===== config.mk =====
export PLATFORM = sky130hd
export DESIGN_NAME = peripheral_apb4_cmd_master_flat
export DESIGN_NICKNAME = d
export VERILOG_FILES = /design/src/rtl/peripheral_apb4_cmd_master_if.sv /design/src/rtl/peripheral_apb4_cmd_master.sv /design/src/flat_wrapper.sv
export SDC_FILE = /design/constraint.sdc
export NUM_CORES = 1
export LEC_CHECK = 0
export ABC_AREA = 1
export BUFFER_PORTS_ARGS = -buffer_cell sky130_fd_sc_hd__buf_2
export CORE_MARGIN = 5
export CORE_UTILIZATION = 59
export CTS_BUF_LIST = sky130_fd_sc_hd__clkbuf_8
export DETAILED_ROUTE_END_ITERATION = 7
export PLACE_DENSITY = 0.82
export SYNTH_ARGS = -nofsm -noshare
export SYNTH_HDL_FRONTEND = slang
export SYNTH_SLANG_ARGS = --single-unit

===== constraint.sdc =====
create_clock -name PCLK -period 3.91 [get_ports PCLK]
set_input_delay 0.1955 -clock PCLK [delete_from_list [all_inputs] [get_ports PCLK]]
set_output_delay 0.1955 -clock PCLK [all_outputs]
set_load 0.1 [all_outputs]

===== src/rtl/peripheral_apb4_cmd_master_if.sv =====
// Bundle of command/response streams and APB4 bus signals for the command master.
// The master modport is the DUT view; the slave modport is the command source plus APB target.
interface peripheral_apb4_cmd_master_if #(
    parameter int PADDR_SIZE = 16,
    parameter int PDATA_SIZE = 32
);
    logic                      cmd_valid;
    logic                      cmd_ready;
    logic                      cmd_write;
    logic [PADDR_SIZE-1:0]     cmd_addr;
    logic [PDATA_SIZE/8-1:0]   cmd_strb;
    logic [PDATA_SIZE-1:0]     cmd_wdata;

    logic                      rsp_valid;
    logic                      rsp_ready;
    logic [PDATA_SIZE-1:0]     rsp_rdata;
    logic                      rsp_err;
    logic                      rsp_timeout;

    logic                      busy;

    logic                      PSEL;
    logic                      PENABLE;
    logic                      PWRITE;
    logic [PADDR_SIZE-1:0]     PADDR;
    logic [PDATA_SIZE/8-1:0]   PSTRB;
    logic [PDATA_SIZE-1:0]     PWDATA;
    logic [PDATA_SIZE-1:0]     PRDATA;
    logic                      PREADY;
    logic                      PSLVERR;

    modport master (
        input  cmd_valid, cmd_write, cmd_addr, cmd_strb, cmd_wdata,
        output cmd_ready,
        output rsp_valid, rsp_rdata, rsp_err, rsp_timeout,
        input  rsp_ready,
        output busy,
        output PSEL, PENABLE, PWRITE, PADDR, PSTRB, PWDATA,
        input  PRDATA, PREADY, PSLVERR
    );

    modport slave (
        output cmd_valid, cmd_write, cmd_addr, cmd_strb, cmd_wdata,
        input  cmd_ready,
        input  rsp_valid, rsp_rdata, rsp_err, rsp_timeout,
        output rsp_ready,
        input  busy,
        input  PSEL, PENABLE, PWRITE, PADDR, PSTRB, PWDATA,
        output PRDATA, PREADY, PSLVERR
    );
endinterface


===== src/rtl/peripheral_apb4_cmd_master.sv =====
// APB4 master: buffered command stream in, one APB transfer at a time, buffered responses out.
// Transfers abort with a timeout response when PREADY stays low too long.
module peripheral_apb4_cmd_master_fifo #(
    parameter int WIDTH = 8,
    parameter int DEPTH = 2,
    localparam int AW   = (DEPTH > 1) ? $clog2(DEPTH) : 1,
    localparam int CW   = $clog2(DEPTH + 1)
) (
    input  logic             PCLK,
    input  logic             PRESETn,
    input  logic             push,
    input  logic [WIDTH-1:0] din,
    input  logic             pop,
    output logic [WIDTH-1:0] head,
    output logic [CW-1:0]    cnt_q,
    output logic [CW-1:0]    cnt_d
);
    logic [AW-1:0]    wptr_q, wptr_d, rptr_q, rptr_d;
    logic [WIDTH-1:0] mem_q [DEPTH];

    function automatic logic [AW-1:0] ptr_inc(input logic [AW-1:0] p);
        return (p == AW'(DEPTH - 1)) ? '0 : p + AW'(1);
    endfunction

    always_comb begin
        wptr_d = push ? ptr_inc(wptr_q) : wptr_q;
        rptr_d = pop  ? ptr_inc(rptr_q) : rptr_q;
        cnt_d  = cnt_q;
        case ({push, pop})
            2'b10:   cnt_d = cnt_q + CW'(1);
            2'b01:   cnt_d = cnt_q - CW'(1);
            default: cnt_d = cnt_q;
        endcase
    end

    always_ff @(posedge PCLK or negedge PRESETn) begin
        if (!PRESETn) begin
            wptr_q <= '0;
            rptr_q <= '0;
            cnt_q  <= '0;
        end else begin
            wptr_q <= wptr_d;
            rptr_q <= rptr_d;
            cnt_q  <= cnt_d;
        end
    end

    // Storage needs no reset: the count gates every consumer of head.
    always_ff @(posedge PCLK) begin
        if (push) mem_q[wptr_q] <= din;
    end

    assign head = mem_q[rptr_q];
endmodule

module peripheral_apb4_cmd_master #(
    parameter int PADDR_SIZE = 16,
    parameter int PDATA_SIZE = 32,
    parameter int CMD_DEPTH  = 4,
    parameter int RSP_DEPTH  = 2,
    parameter int TIMEOUT    = 16
) (
    input  logic PCLK,
    input  logic PRESETn,
    peripheral_apb4_cmd_master_if.master bus
);
    localparam int SW  = PDATA_SIZE / 8;
    localparam int CCW = $clog2(CMD_DEPTH + 1);
    localparam int RCW = $clog2(RSP_DEPTH + 1);
    localparam int TW  = (TIMEOUT > 1) ? $clog2(TIMEOUT) : 1;
    localparam logic [TW-1:0] WAIT_LAST = TW'((TIMEOUT > 0) ? TIMEOUT - 1 : 0);

    typedef enum logic [1:0] {IDLE, SETUP, ACCESS} state_t;

    typedef struct packed {
        logic                  write;
        logic [PADDR_SIZE-1:0] addr;
        logic [SW-1:0]         strb;
        logic [PDATA_SIZE-1:0] wdata;
    } cmd_t;

    typedef struct packed {
        logic [PDATA_SIZE-1:0] rdata;
        logic                  err;
        logic                  timeout;
    } rsp_t;

    state_t        state_q, state_d;
    logic [TW-1:0] wait_cnt_q, wait_cnt_d;
    logic          cmd_ready_q, cmd_ready_d;
    logic          busy_q, busy_d;

    cmd_t           cmd_in, cmd_head;
    rsp_t           rsp_in, rsp_head;
    logic [CCW-1:0] cmd_cnt_q, cmd_cnt_d;
    logic [RCW-1:0] rsp_cnt_q, rsp_cnt_d;
    logic           cmd_push, cmd_pop, rsp_push, rsp_pop;
    logic           rsp_valid;
    logic           done, abort, finish, launch;

    assign cmd_in = '{write: bus.cmd_write, addr: bus.cmd_addr,
                      strb: bus.cmd_strb, wdata: bus.cmd_wdata};

    assign cmd_push  = bus.cmd_valid && cmd_ready_q;
    assign rsp_valid = (rsp_cnt_q != '0);
    assign rsp_pop   = rsp_valid && bus.rsp_ready;

    assign done   = (state_q == ACCESS) && bus.PREADY;
    assign abort  = (TIMEOUT != 0) && (state_q == ACCESS) && !bus.PREADY
                    && (wait_cnt_q == WAIT_LAST);
    assign finish = done || abort;

    assign cmd_pop  = finish;
    assign rsp_push = finish;

    // Launch looks at post-update counts so a finishing transfer can chain straight into SETUP.
    assign launch = (cmd_cnt_d != '0) && (rsp_cnt_d < RCW'(RSP_DEPTH));

    always_comb begin
        rsp_in.rdata   = (abort || cmd_head.write) ? '0 : bus.PRDATA;
        rsp_in.err     = abort || bus.PSLVERR;
        rsp_in.timeout = abort;
    end

    peripheral_apb4_cmd_master_fifo #(.WIDTH($bits(cmd_t)), .DEPTH(CMD_DEPTH)) u_cmd_fifo (
        .PCLK    (PCLK),
        .PRESETn (PRESETn),
        .push    (cmd_push),
        .din     (cmd_in),
        .pop     (cmd_pop),
        .head    (cmd_head),
        .cnt_q   (cmd_cnt_q),
        .cnt_d   (cmd_cnt_d)
    );

    peripheral_apb4_cmd_master_fifo #(.WIDTH($bits(rsp_t)), .DEPTH(RSP_DEPTH)) u_rsp_fifo (
        .PCLK    (PCLK),
        .PRESETn (PRESETn),
        .push    (rsp_push),
        .din     (rsp_in),
        .pop     (rsp_pop),
        .head    (rsp_head),
        .cnt_q   (rsp_cnt_q),
        .cnt_d   (rsp_cnt_d)
    );

    always_comb begin
        state_d    = state_q;
        wait_cnt_d = wait_cnt_q;
        case (state_q)
            IDLE: begin
                if (launch) state_d = SETUP;
            end
            SETUP: begin
                state_d    = ACCESS;
                wait_cnt_d = '0;
            end
            ACCESS: begin
                if (finish) begin
                    state_d = launch ? SETUP : IDLE;
                end else begin
                    wait_cnt_d = wait_cnt_q + TW'(1);
                end
            end
            default: state_d = IDLE;
        endcase
        cmd_ready_d = (cmd_cnt_d != CCW'(CMD_DEPTH));
        busy_d      = (cmd_cnt_d != '0) || (state_d != IDLE);
    end

    always_ff @(posedge PCLK or negedge PRESETn) begin
        if (!PRESETn) begin
            state_q     <= IDLE;
            wait_cnt_q  <= '0;
            cmd_ready_q <= 1'b0;
            busy_q      <= 1'b0;
        end else begin
            state_q     <= state_d;
            wait_cnt_q  <= wait_cnt_d;
            cmd_ready_q <= cmd_ready_d;
            busy_q      <= busy_d;
        end
    end

    // APB fields come straight from the FIFO head, which is stable until the completion pop.
    always_comb begin
        bus.PSEL    = 1'b0;
        bus.PENABLE = 1'b0;
        bus.PWRITE  = 1'b0;
        bus.PADDR   = '0;
        bus.PSTRB   = '0;
        bus.PWDATA  = '0;
        if (state_q != IDLE) begin
            bus.PSEL    = 1'b1;
            bus.PENABLE = (state_q == ACCESS);
            bus.PWRITE  = cmd_head.write;
            bus.PADDR   = cmd_head.addr;
            bus.PSTRB   = cmd_head.write ? cmd_head.strb  : '0;
            bus.PWDATA  = cmd_head.write ? cmd_head.wdata : '0;
        end
    end

    assign bus.cmd_ready   = cmd_ready_q;
    assign bus.busy        = busy_q;
    assign bus.rsp_valid   = rsp_valid;
    assign bus.rsp_rdata   = rsp_valid ? rsp_head.rdata : '0;
    assign bus.rsp_err     = rsp_valid && rsp_head.err;
    assign bus.rsp_timeout = rsp_valid && rsp_head.timeout;
endmodule


===== src/flat_wrapper.sv =====
// flat-port wrapper written by rule: the top's interface ports become plain ports
module peripheral_apb4_cmd_master_flat 
#(
    parameter int PADDR_SIZE = 16,
    parameter int PDATA_SIZE = 32,
    parameter int CMD_DEPTH  = 4,
    parameter int RSP_DEPTH  = 2,
    parameter int TIMEOUT    = 16
)
  (PCLK, PRESETn, bus_cmd_valid, bus_cmd_write, bus_cmd_addr, bus_cmd_strb, bus_cmd_wdata, bus_cmd_ready, bus_rsp_valid, bus_rsp_rdata, bus_rsp_err, bus_rsp_timeout, bus_rsp_ready, bus_busy, bus_PSEL, bus_PENABLE, bus_PWRITE, bus_PADDR, bus_PSTRB, bus_PWDATA, bus_PRDATA, bus_PREADY, bus_PSLVERR);
  peripheral_apb4_cmd_master_if #(.PADDR_SIZE(PADDR_SIZE), .PDATA_SIZE(PDATA_SIZE)) bus_i ();
  input  logic PCLK;
  input  logic PRESETn;
  input wire logic [$bits(bus_i.cmd_valid)-1:0] bus_cmd_valid;
  input wire logic [$bits(bus_i.cmd_write)-1:0] bus_cmd_write;
  input wire logic [$bits(bus_i.cmd_addr)-1:0] bus_cmd_addr;
  input wire logic [$bits(bus_i.cmd_strb)-1:0] bus_cmd_strb;
  input wire logic [$bits(bus_i.cmd_wdata)-1:0] bus_cmd_wdata;
  output wire logic [$bits(bus_i.cmd_ready)-1:0] bus_cmd_ready;
  output wire logic [$bits(bus_i.rsp_valid)-1:0] bus_rsp_valid;
  output wire logic [$bits(bus_i.rsp_rdata)-1:0] bus_rsp_rdata;
  output wire logic [$bits(bus_i.rsp_err)-1:0] bus_rsp_err;
  output wire logic [$bits(bus_i.rsp_timeout)-1:0] bus_rsp_timeout;
  input wire logic [$bits(bus_i.rsp_ready)-1:0] bus_rsp_ready;
  output wire logic [$bits(bus_i.busy)-1:0] bus_busy;
  output wire logic [$bits(bus_i.PSEL)-1:0] bus_PSEL;
  output wire logic [$bits(bus_i.PENABLE)-1:0] bus_PENABLE;
  output wire logic [$bits(bus_i.PWRITE)-1:0] bus_PWRITE;
  output wire logic [$bits(bus_i.PADDR)-1:0] bus_PADDR;
  output wire logic [$bits(bus_i.PSTRB)-1:0] bus_PSTRB;
  output wire logic [$bits(bus_i.PWDATA)-1:0] bus_PWDATA;
  input wire logic [$bits(bus_i.PRDATA)-1:0] bus_PRDATA;
  input wire logic [$bits(bus_i.PREADY)-1:0] bus_PREADY;
  input wire logic [$bits(bus_i.PSLVERR)-1:0] bus_PSLVERR;
  assign bus_i.cmd_valid = bus_cmd_valid;
  assign bus_i.cmd_write = bus_cmd_write;
  assign bus_i.cmd_addr = bus_cmd_addr;
  assign bus_i.cmd_strb = bus_cmd_strb;
  assign bus_i.cmd_wdata = bus_cmd_wdata;
  assign bus_cmd_ready = bus_i.cmd_ready;
  assign bus_rsp_valid = bus_i.rsp_valid;
  assign bus_rsp_rdata = bus_i.rsp_rdata;
  assign bus_rsp_err = bus_i.rsp_err;
  assign bus_rsp_timeout = bus_i.rsp_timeout;
  assign bus_i.rsp_ready = bus_rsp_ready;
  assign bus_busy = bus_i.busy;
  assign bus_PSEL = bus_i.PSEL;
  assign bus_PENABLE = bus_i.PENABLE;
  assign bus_PWRITE = bus_i.PWRITE;
  assign bus_PADDR = bus_i.PADDR;
  assign bus_PSTRB = bus_i.PSTRB;
  assign bus_PWDATA = bus_i.PWDATA;
  assign bus_i.PRDATA = bus_PRDATA;
  assign bus_i.PREADY = bus_PREADY;
  assign bus_i.PSLVERR = bus_PSLVERR;
  peripheral_apb4_cmd_master #(.PADDR_SIZE(PADDR_SIZE), .PDATA_SIZE(PDATA_SIZE), .CMD_DEPTH(CMD_DEPTH), .RSP_DEPTH(RSP_DEPTH), .TIMEOUT(TIMEOUT)) u_core (.PCLK(PCLK), .PRESETn(PRESETn), .bus(bus_i));
endmodule

==> results of run 1 <==
==> critical path, delay by kind of cell, from the launching register on <==
| family | cells | cell delay (ns) |
|---|---|---|
| DFF | 1 | 0.66 |
| buffers and inverters | 3 | 1.28 |
| AOI/OAI and AO/OA | 2 | 0.50 |
==> synth_stat cells, drive strengths merged <==
cell type,number,area (um^2)
a21oi,89,460
buf,26,176
clkbuf,25,93.8
clkinv,1,3.75
dfrtp,19,475
edfxtp,280,8410
fa,1,20.0
ha,8,100
inv,64,243
nand2,102,385
nand3,12,82.6
nand4,4,25.0
nor2,260,1050
o21ai,108,541
or2,2,12.5
xnor2,1,8.76
xor2,2,17.5
==> flip-flops by register name (all words and copies together) (netlist names) <==
signal and flops:
u_core.u_rsp_fifo.wptr_q 1, u_core.wait_cnt_q 4, u_core.bus.cmd_ready 1, u_core.u_cmd_fifo.wptr_q 2, u_core.u_rsp_fifo.mem_q 68, u_core.u_cmd_fifo.rptr_q 2
u_core.u_rsp_fifo.cnt_q 2, u_core.state_q 2, u_core.u_rsp_fifo.rptr_q 1, u_core.u_cmd_fifo.cnt_q 3, u_core.u_cmd_fifo.mem_q 212, u_core.bus.busy 1
==> metrics by stage <==
| stage | worst slack (ns) | util |
|---|---|---|
| finish | 0.612 | 0.735 |
| global route | 0.435 | 0.735 |
| CTS | 0.600 | 0.735 |
| detailed placement | 1.13 | 0.655 |
| global placement | 1.22 | 0.655 |
| floorplan | -0.177 | - |
==> worst paths after layout <==
| path | cells past startpoint | to | start |
|---|---|---|---|
| worst max-delay path | 5 | bus_PWDATA[23] | u_core.u_cmd_fifo.rptr_q[0] |
| worst min-delay path | 3 | u_core.u_rsp_fifo.mem_q[0][27] | bus_PRDATA[25] |
| worst max register to register | 11 | u_core.bus.busy | u_core.wait_cnt_q[0] |
| worst min register to register | 2 | u_core.wait_cnt_q[3] | u_core.wait_cnt_q[3] |
| max in group asynchronous | 2 | u_core.u_cmd_fifo.rptr_q[0] | PRESETn |
| min in group asynchronous | 2 | u_core.u_cmd_fifo.wptr_q[1] | PRESETn |
==> kinds of logic (layout without fill, tap and decap cells) <==
| logic type | after synthesis | after routing | synth area share |
|---|---|---|---|
| and+or+nand+nor | 380 | 380 | 0.129 |
| DFF | 299 | 299 | 0.734 |
| AOI/OAI and AO/OA | 197 | 197 | 0.0827 |
| buffers and inverters | 116 | 422 | 0.0427 |
| adders and majority gates | 9 | 9 | 0.00992 |
| xor gates and xnor gates | 3 | 3 | 0.00217 |
==> layout make-up <==
class	count	area [um^2]
clock inverter	31	125
inverter	65	246
multi-input combinational	589	2740
timing repair buffer	278	1860
sequential	299	8890
clock buffer	48	661
tap	270	338
fill	1271	5370
==> layout by cell type (no fill, tap or decap), types with 2 or more instances in the layout <==
cell / synthesis / routed
sky130_fd_sc_hd__buf_4: 1 / 11
sky130_fd_sc_hd__nand2_1: 101 / 101
sky130_fd_sc_hd__nor2_4: 0 / 4
sky130_fd_sc_hd__ha_1: 8 / 8
sky130_fd_sc_hd__xor2_1: 2 / 2
sky130_fd_sc_hd__or2_2: 2 / 2
sky130_fd_sc_hd__buf_12: 0 / 2
sky130_fd_sc_hd__dlygate4sd3_1: 0 / 83
sky130_fd_sc_hd__nand3_2: 2 / 2
sky130_fd_sc_hd__o21ai_0: 108 / 108
sky130_fd_sc_hd__nor2_1: 229 / 222
sky130_fd_sc_hd__nor2_2: 31 / 34
sky130_fd_sc_hd__clkinv_2: 0 / 3
sky130_fd_sc_hd__dfrtp_1: 19 / 17
sky130_fd_sc_hd__a21oi_2: 4 / 4
sky130_fd_sc_hd__nand4_1: 4 / 4
sky130_fd_sc_hd__inv_1: 62 / 83
sky130_fd_sc_hd__buf_2: 12 / 182
sky130_fd_sc_hd__nand3_1: 9 / 9
sky130_fd_sc_hd__a21oi_1: 85 / 85
sky130_fd_sc_hd__edfxtp_1: 280 / 280
sky130_fd_sc_hd__clkbuf_8: 0 / 48
sky130_fd_sc_hd__clkinv_1: 1 / 7
==> routing by layer <==
metal,routed length [um],vias up,share of wire,GRT usage
met5,0,-,0,0
met4,810,0,0.028,0.0899
met3,2600,70,0.091,0.0546
met2,14600,413,0.51,0.415
met1,10500,4050,0.37,0.295
li1,-,4004,-,-
==> timing repair <==
| action | CTS | global route |
|---|---|---|
| hold endpoints to repair | 288 | 0 |
| buffers inserted | 0 | 0 |
| hold buffers | 83 | 0 |
==> flow_summary_export.csv, run 1 <==
group,metric,value,unit
status,status,"finished, final reports clean",
setup_path,start_kind,"register",
setup_path,criticalPathCategory,"register to output pin",
placed_design,dp_hpwl,15200,um
timing,finalSetupTns,0,ns
clock_tree,tritoncts,"built",
placed_design,dp.cells,1418,
cells_and_area,stdcell_count,1580,
global_routing,grt-ovfl-total,0,
setup_path,path_max_fanout,105,
placed_design,finalWeightedCongestion,0.790,
clock_tree,numClockSinks,299,
setup_path,cp.required,3.71,ns
clock_tree,cts_root_buf,"sky130_fd_sc_hd__clkbuf_8",
floorplan,die_w,153,um
routing,routed_wire_length_per_instance,18.0,um
cells_and_area,finalInstanceArea,14900,um^2
clock_tree,htree_num_levels,2,
setup_path,crit_path_cell_chain,"inv_4 > buf_4 > o21ai_0 > a21oi_1 > buf_2",
placed_design,placement.cell_area,13300,um^2
floorplan,die-area,23500,um^2
clock_tree,cts.path.max_buffers,3,
timing,slew_headroom,0.326,
cells_and_area,drive_above_1_share,0.228,
routing,initial_drc_count,741,
setup_path,crit_slowest_cell,"sky130_fd_sc_hd__buf_4",
timing,layout_worst_path_cycle_share,0.843,
global_routing,grt_pass1_wl,45100,um
clock_tree,cts_made_buffers,45,
timing,min_period,3.30,ns
routing,firstDrtPassIters,6,
routing,drc,0,
synthesis,synthesis.area,12100,um^2
floorplan,num_rows,52,
cells_and_area,area_delta_synth_final,22.8,%
synthesis,synth_sequential_area_ratio,0.734,
floorplan,start_util,0.598,
run,max-cap-violations,0,
hold_path,hold_path_class,"input port to register",
timing,final_hold_viol_count,0,
setup_path,timing.critical_path.arrival,3.10,ns
routing,via_per_inst,5.40,
setup_path,slowest_delay,0.68,ns
synthesis,syn_inst,1004,
global_routing,gr-usage-all-layers,0.239,
routing,postRouteAntennaNets,0,
clock_tree,cts-resized-gates,0,
placed_design,place.port_buffers,182,
global_routing,largest_net_degree_at_the_start_of_global_routing,106,
synthesis,synth.yosys.warnings,0,
timing,rsz0062_at_grt,"false",
floorplan,fp.coreArea,20200,um^2
synthesis,synth.lib_cells_used.distinct,27,
clock_tree,clk-insertion-delay-late,0.56,ns
synthesis,yosys_register_bits,299,
cells_and_area,fin_nets,1378,
routing,num_vias,8537,
clock_tree,cts.reportedPaths.clkPinSlew,0.06,ns
timing,fmaxAchievable,0.303,GHz
global_routing,grt_antenna_before_repair,0,
timing,fin_worst_skew,0.0316,ns
setup_path,crit_path_end_kind,"output pin",
setup_path,reg2reg_slack,1.12,ns
timing,worst_slew_pin_slew,1.01,ns
synthesis,syn_area_per_cell,12.1,um^2
routing,routed_wirelength,28500,um
floorplan,design.portCount,183,
floorplan,die_height,153,um
timing,final-setup-viol-count,0,
timing,slew_viol_final,0,
global_routing,vias_in_the_first_global_route,8747,
synthesis,synth_nets,1104,
cells_and_area,antenna_cells,0,
timing,fin_worst_hold_slack,0.0325,ns
Power of run 1 is not shown: default switching activity piles up to over one toggle a cycle in this logic, so the estimate is an artifact.
==> run 2: changes to the inputs <==
Settings changed: ABC_AREA 1 to 0, CORE_UTILIZATION 59 to 53, PLACE_DENSITY 0.82 to 0.78.
Clock period 3.91 ns to 2.7 ns, I/O delays scaled along.
==> flow_summary_export.csv, run 2 <==
group,metric,value,unit
floorplan,start_util,0.541,
floorplan,die-area,25400,um^2
synthesis,synth_nets,719,
setup_path,crit_path_end_kind,"register",
synthesis,yosys_register_bits,299,
timing,min_period,2.65,ns
setup_path,path_max_fanout,5,
clock_tree,cts_root_buf,"sky130_fd_sc_hd__clkbuf_8",
routing,routed_wirelength,25400,um
placed_design,finalWeightedCongestion,0.783,
cells_and_area,finalInstanceArea,15100,um^2
global_routing,grt_antenna_before_repair,2,
global_routing,gr-usage-all-layers,0.200,
global_routing,vias_in_the_first_global_route,7373,
cells_and_area,drive_above_1_share,0.346,
synthesis,synthArstFlopShare,0.0635,
timing,layout_worst_path_cycle_share,0.982,
routing,via_per_inst,5.46,
global_routing,grt-ovfl-total,0,
timing,fin_worst_skew,0.0114,ns
floorplan,fp.coreArea,21900,um^2
timing,worst_slew_pin_slew,0.588,ns
timing,rsz0062_at_grt,"true",
timing,slew_headroom,0.608,
run,max-cap-violations,0,
global_routing,grt_pass1_wl,40500,um
synthesis,synth.most_common_cell,"sky130_fd_sc_hd__edfxtp_1",
clock_tree,cts_made_buffers,46,
placed_design,place.port_buffers,182,
cells_and_area,layout.cells.most_common,"sky130_fd_sc_hd__edfxtp_1",
clock_tree,cts.path.max_buffers,3,
synthesis,yosysTopAreaCellShare,0.710,
routing,num_vias,6798,
hold_path,hold_path_class,"input port to register",
cells_and_area,largest_reg_flops,212,
clock_tree,htree_num_levels,2,
synthesis,syn_inst,619,
synthesis,synth.yosys.warnings,0,
synthesis,synth.lib_cells_used.distinct,39,
timing,slew_viol_final,0,
clock_tree,cts.reportedPaths.clkPinSlew,0.06,ns
setup_path,cp.required,3.12,ns
cells_and_area,fin_nets,1026,
synthesis,synth_commonest_cells,"sky130_fd_sc_hd__edfxtp_1 (280), sky130_fd_sc_hd__mux4_2 (53), sky130_fd_sc_hd__nor2_1 (42)",
floorplan,design.portCount,183,
timing,final_hold_viol_count,0,
clock_tree,tritoncts,"built",
cells_and_area,max_flop_register,"u_core.u_cmd_fifo.mem_q",
clock_tree,clk-insertion-delay-late,0.54,ns
setup_path,start_kind,"register",
routing,initial_drc_count,444,
global_routing,largest_net_degree_at_the_start_of_global_routing,45,
routing,postRouteAntennaNets,0,
routing,drc,0,
synthesis,synth-main-ff-cell,"sky130_fd_sc_hd__edfxtp_1",
placed_design,dp_hpwl,15200,um
timing,fmaxAchievable,0.377,GHz
synthesis,synthDominantAreaCellType,"sky130_fd_sc_hd__edfxtp_1",
cells_and_area,most-common-layout-cells,"sky130_fd_sc_hd__edfxtp_1 (280), sky130_fd_sc_hd__buf_2 (146), sky130_fd_sc_hd__dlygate4sd3_1 (89)",
placed_design,placement.cell_area,13200,um^2
floorplan,die_height,159,um
synthesis,synthesis.area,11800,um^2
routing,firstDrtPassIters,5,
setup_path,criticalPathCategory,"register to register",
status,status,"finished, final reports clean",
synthesis,post_synth_main_area_contributors,"sky130_fd_sc_hd__edfxtp_1 (71%), sky130_fd_sc_hd__mux4_2 (10%), sky130_fd_sc_hd__dfrtp_1 (4.0%)",
floorplan,num_rows,54,
clock_tree,numClockSinks,299,
timing,final-setup-viol-count,0,
setup_path,timing.critical_path.arrival,3.07,ns
synthesis,number_of_flops_mapped_to_enable_cells_by_yosys,280,
synthesis,synth_sequential_area_ratio,0.751,
cells_and_area,area_delta_synth_final,27.2,%
routing,routed_wire_length_per_instance,20.4,um
cells_and_area,largestRegisters,"u_core.u_cmd_fifo.mem_q: 212 flops, u_core.u_rsp_fifo.mem_q: 68 flops, u_core.wait_cnt_q: 4 flops",
floorplan,die_w,159,um
synthesis,syn_area_per_cell,19.1,um^2
## run 2: changes by cell type after synthesis, moves of 17 or more
cell / delta
sky130_fd_sc_hd__nor2b_1: +17
sky130_fd_sc_hd__nor2_2: -29
sky130_fd_sc_hd__and2_1: +34
sky130_fd_sc_hd__inv_1: -58
sky130_fd_sc_hd__nand2_1: -89
sky130_fd_sc_hd__and3_1: +41
sky130_fd_sc_hd__a21oi_1: -83
sky130_fd_sc_hd__o21ai_0: -108
sky130_fd_sc_hd__mux2i_1: +35
sky130_fd_sc_hd__nor2_1: -187
sky130_fd_sc_hd__mux4_2: +53
## run 2: final timing paths
check,depth (start not counted),start,slack (ns),end
max,10,u_core.wait_cnt_q[0],0.05,u_core.bus.busy
max in group asynchronous,2,PRESETn,2.28,u_core.u_cmd_fifo.rptr_q[0]
min in group asynchronous,2,PRESETn,0.07,u_core.u_cmd_fifo.cnt_q[2]
min reg2reg,1,u_core.u_rsp_fifo.rptr_q,0.47,u_core.u_rsp_fifo.rptr_q
min,3,bus_cmd_valid,0.04,u_core.u_cmd_fifo.wptr_q[0]
max reg2reg,10,u_core.wait_cnt_q[0],0.05,u_core.bus.busy
## run 2: through the flow
| step | std cells | utilization | setup slack (ns) | hold WS, ns | TNS (ns) |
|---|---|---|---|---|---|
| floorplan | 619 | - | 0.0377 | -0.161 | 0 |
| global placement | 1066 | 0.602 | 0.172 | 0.0893 | 0 |
| detailed placement | 1066 | 0.602 | -0.0126 | 0.105 | -0.0126 |
| CTS | 1242 | 0.684 | 0.00650 | 0.00785 | 0 |
| global route | 1244 | 0.688 | -0.0435 | 0.0378 | -0.0435 |
| finish | 1244 | 0.688 | 0.0477 | 0.0396 | 0 |
## run 2: timing repair
action                                  4_1_cts  5_1_grt
endpoints found under the setup margin       46       34
cloned                                        1        0
endpoints found under the hold margin       300        0
hold buffers                                 89        0
resized for setup                             8       30
pin swaps                                     0        1
buffers inserted                              2        0
## run 2: metal layers
metal  GRT usage  routed length [um]  share of wire  vias to the layer above
li1            -                   -              -                     3041
met1       0.255               10200           0.40                     3414
met2       0.338               12900           0.51                      292
met3      0.0541                1780          0.070                       51
met4      0.0605                 539          0.021                        0
met5           0                   0              0                        -
## run 2: cell type report
cell class / instances / area, um^2
sequential: 299 / 8890
fill: 1376 / 6830
multi-input combinational: 278 / 2750
timing repair buffer: 292 / 2220
clock buffer: 47 / 647
tap: 280 / 350
clock inverter: 37 / 159
inverter: 9 / 36.3
antenna: 2 / 5.00
## run 2: critical path, cell delays in order (launching register included)
cell                      delay [ns]
sky130_fd_sc_hd__dfrtp_1        0.43
sky130_fd_sc_hd__ha_1           0.28
sky130_fd_sc_hd__a31oi_2        0.23
sky130_fd_sc_hd__nor2_2         0.07
sky130_fd_sc_hd__ha_1           0.22
sky130_fd_sc_hd__fa_1           0.40
sky130_fd_sc_hd__xnor2_1        0.15
sky130_fd_sc_hd__nor2_1         0.17
sky130_fd_sc_hd__xnor2_2        0.15
sky130_fd_sc_hd__inv_2          0.06
sky130_fd_sc_hd__or3b_1         0.38
## run 2: kinds of logic (layout without fill, tap and decap cells)
logic type / Yosys count / after routing / synth area share
flip-flops: 299 / 299 / 0.751
AND/OR/NAND/NOR: 158 / 158 / 0.0727
other: 0 / 2 / 0
buffers and inverters: 42 / 385 / 0.0196
AO/OA/AOI/OAI: 11 / 11 / 0.00677
multiplexers: 92 / 92 / 0.134
adder cells (fa/ha/maj): 9 / 9 / 0.0101
XOR/XNOR: 8 / 8 / 0.00592
Power of run 2 is left out for the same reason.
==> run 3: changes to the inputs <==
Settings changed: SYNTH_HIERARCHICAL from default to 1.
==> flow_summary_export.csv, run 3 <==
group,metric,value,unit
status,status,"finished, final reports clean",
global_routing,gr-usage-all-layers,0.192,
synthesis,synth.lib_cells_used.distinct,39,
synthesis,synth-main-ff-cell,"sky130_fd_sc_hd__edfxtp_1",
global_routing,largest_net_degree_at_the_start_of_global_routing,56,
placed_design,place.port_buffers,182,
setup_path,start_kind,"register",
routing,initial_drc_count,398,
synthesis,number_of_flops_mapped_to_enable_cells_by_yosys,280,
cells_and_area,antenna_cells,0,
routing,routed_wirelength,25200,um
timing,fin_worst_hold_slack,0.101,ns
routing,num_vias,6661,
timing,finalSetupTns,0,ns
floorplan,start_util,0.540,
setup_path,timing.critical_path.arrival,2.42,ns
routing,routed_wire_length_per_instance,20.3,um
timing,post-route-worst-setup-slack,0.147,ns
floorplan,die_height,162,um
setup_path,crit_path_end_kind,"output pin",
placed_design,finalWeightedCongestion,0.746,
cells_and_area,most-common-layout-cells,"sky130_fd_sc_hd__edfxtp_1 (280), sky130_fd_sc_hd__buf_2 (145), sky130_fd_sc_hd__dlygate4sd3_1 (89)",
hold_path,hold_path_class,"input port to asynchronous set/reset pin",
floorplan,fp.coreArea,22700,um^2
setup_path,worst-r2r-cell-count,10,
global_routing,grt_pass1_wl,39800,um
synthesis,synth_sequential_area_ratio,0.724,
synthesis,synth.yosys.warnings,6,
cells_and_area,largest_reg_flops,212,
floorplan,design.portCount,183,
run,max-cap-violations,0,
cells_and_area,layout.cells.most_common,"sky130_fd_sc_hd__edfxtp_1",
cells_and_area,nFillCells,1411,
synthesis,synthDominantAreaCellType,"sky130_fd_sc_hd__edfxtp_1",
clock_tree,tritoncts,"built",
clock_tree,numClockSinks,299,
timing,final_hold_viol_count,0,
setup_path,crit_slowest_cell,"sky130_fd_sc_hd__mux4_2",
synthesis,synth.most_common_cell,"sky130_fd_sc_hd__edfxtp_1",
setup_path,criticalPathCategory,"register to output pin",
synthesis,yosysTopAreaCellShare,0.686,
cells_and_area,ff_latch_area,8890,um^2
timing,worst_slew_pin_slew,0.566,ns
cells_and_area,area_delta_synth_final,28.9,%
timing,fin_worst_skew,0.0229,ns
synthesis,syn_inst,612,
synthesis,synthesis.area,12300,um^2
routing,via_per_inst,5.35,
setup_path,reg2reg_slack,0.17,ns
setup_path,slowest_delay,0.57,ns
timing,slew_viol_final,0,
cells_and_area,drive_above_1_share,0.413,
cells_and_area,largestRegisters,"u_core/u_cmd_fifo/mem_q: 212 flops, u_core/u_rsp_fifo/mem_q: 68 flops, u_core/wait_cnt_q: 4 flops",
clock_tree,cts_made_buffers,47,
timing,rsz0062_at_grt,"false",
setup_path,cp.required,2.57,ns
timing,slew_headroom,0.623,
clock_tree,clk-insertion-delay-late,0.55,ns
synthesis,synthArstFlopShare,0.0635,
cells_and_area,fin_nets,1025,
synthesis,syn_area_per_cell,20.0,um^2
cells_and_area,max_flop_register,"u_core/u_cmd_fifo/mem_q",
clock_tree,cts_root_buf,"sky130_fd_sc_hd__clkbuf_8",
routing,drc,0,
synthesis,synth_commonest_cells,"sky130_fd_sc_hd__edfxtp_1 (280), sky130_fd_sc_hd__nor2b_1 (51), sky130_fd_sc_hd__mux4_2 (48)",
cells_and_area,finalInstanceArea,15800,um^2
setup_path,r2r_end,"u_core/state_q[0]",
timing,min_period,2.55,ns
floorplan,die_w,162,um
routing,firstDrtPassIters,5,
clock_tree,cts.reportedPaths.clkPinSlew,0.06,ns
timing,layout_worst_path_cycle_share,0.946,
global_routing,grt_antenna_before_repair,1,
global_routing,grt-ovfl-total,0,
clock_tree,htree_num_levels,2,
timing,final-setup-viol-count,0,
global_routing,vias_in_the_first_global_route,7324,
routing,postRouteAntennaNets,0,
setup_path,crit_path_cell_chain,"buf_12 > mux4_2 > nor2b_1 > buf_2",
cells_and_area,total_area_of_multi_input_combinational_cells,3100,um^2
synthesis,post_synth_main_area_contributors,"sky130_fd_sc_hd__edfxtp_1 (69%), sky130_fd_sc_hd__mux4_2 (8.8%), sky130_fd_sc_hd__dfrtp_1 (3.9%)",
placed_design,preCtsSetupSlack,0.0633,ns
floorplan,die-area,26300,um^2
setup_path,path_max_fanout,55,
setup_path,rr_startpoint,"u_core/wait_cnt_q[0]",
timing,fmaxAchievable,0.392,GHz
synthesis,yosys_register_bits,299,
clock_tree,cts.path.max_buffers,3,
synthesis,synth_nets,712,
floorplan,num_rows,55,
placed_design,dp_hpwl,14900,um
placed_design,placement.cell_area,14000,um^2
[run 3: worst max-delay path, delay by kind of cell (launching register included)]
kind	cells	cell delay (ns)
buf+inv	2	0.67
simple gates	1	0.15
mux	1	0.57
flops	1	0.43
[run 3: worst max path at each step]
stage                                startpoint                 to  slack (ns)  depth (start not counted)
CTS                        u_core/wait_cnt_q[0]    u_core/bus.busy        0.02                         10
finish              u_core/u_cmd_fifo/rptr_q[0]       bus_PADDR[2]        0.15                          4
global route               u_core/wait_cnt_q[0]  u_core/state_q[0]        0.02                         10
floorplan                  u_core/bus.cmd_ready    u_core/bus.busy       0.006                          9
global placement           u_core/wait_cnt_q[0]    u_core/bus.busy        0.16                         10
detailed placement         u_core/wait_cnt_q[0]    u_core/bus.busy        0.06                         10
[run 3: through the flow]
| step | instances | util |
|---|---|---|
| finish | 1244 | 0.696 |
| global placement | 1070 | 0.616 |
| floorplan | 612 | - |
| detailed placement | 1070 | 0.616 |
| CTS | 1243 | 0.694 |
| global route | 1244 | 0.696 |
[run 3: cell families after synthesis]
group	share of synthesized area
simple gates	0.0831
fa+ha+maj	0.00980
xor+xnor	0.00571
flops	0.724
mux	0.142
buf+inv	0.0267
compound gates	0.00857
[run 3: area by class of cell]
type                       instances  area share
multi-input combinational        276       0.196
inverter                          10     0.00237
clock buffer                      52      0.0453
sequential                       299       0.562
tap                              285      0.0226
timing repair buffer             291       0.161
clock inverter                    31      0.0101
[run 3: routing by layer]
metal	track usage	up-vias	share of wire
met5	0	-	0.00052
met4	0.0550	2	0.023
met3	0.0591	61	0.077
met2	0.323	271	0.50
met1	0.243	3329	0.40
li1	-	2998	-
[run 3: timing repair]
| item | CTS | global route |
|---|---|---|
| pin swaps | 1 | 2 |
| gates cloned | 1 | 0 |
| endpoints found under the setup margin | 39 | 19 |
| endpoints found under the hold margin | 299 | 0 |
| hold buffers | 89 | 0 |
| buffers inserted | 0 | 1 |
| resized for setup | 2 | 4 |
Power of run 3 is left out for the same reason.
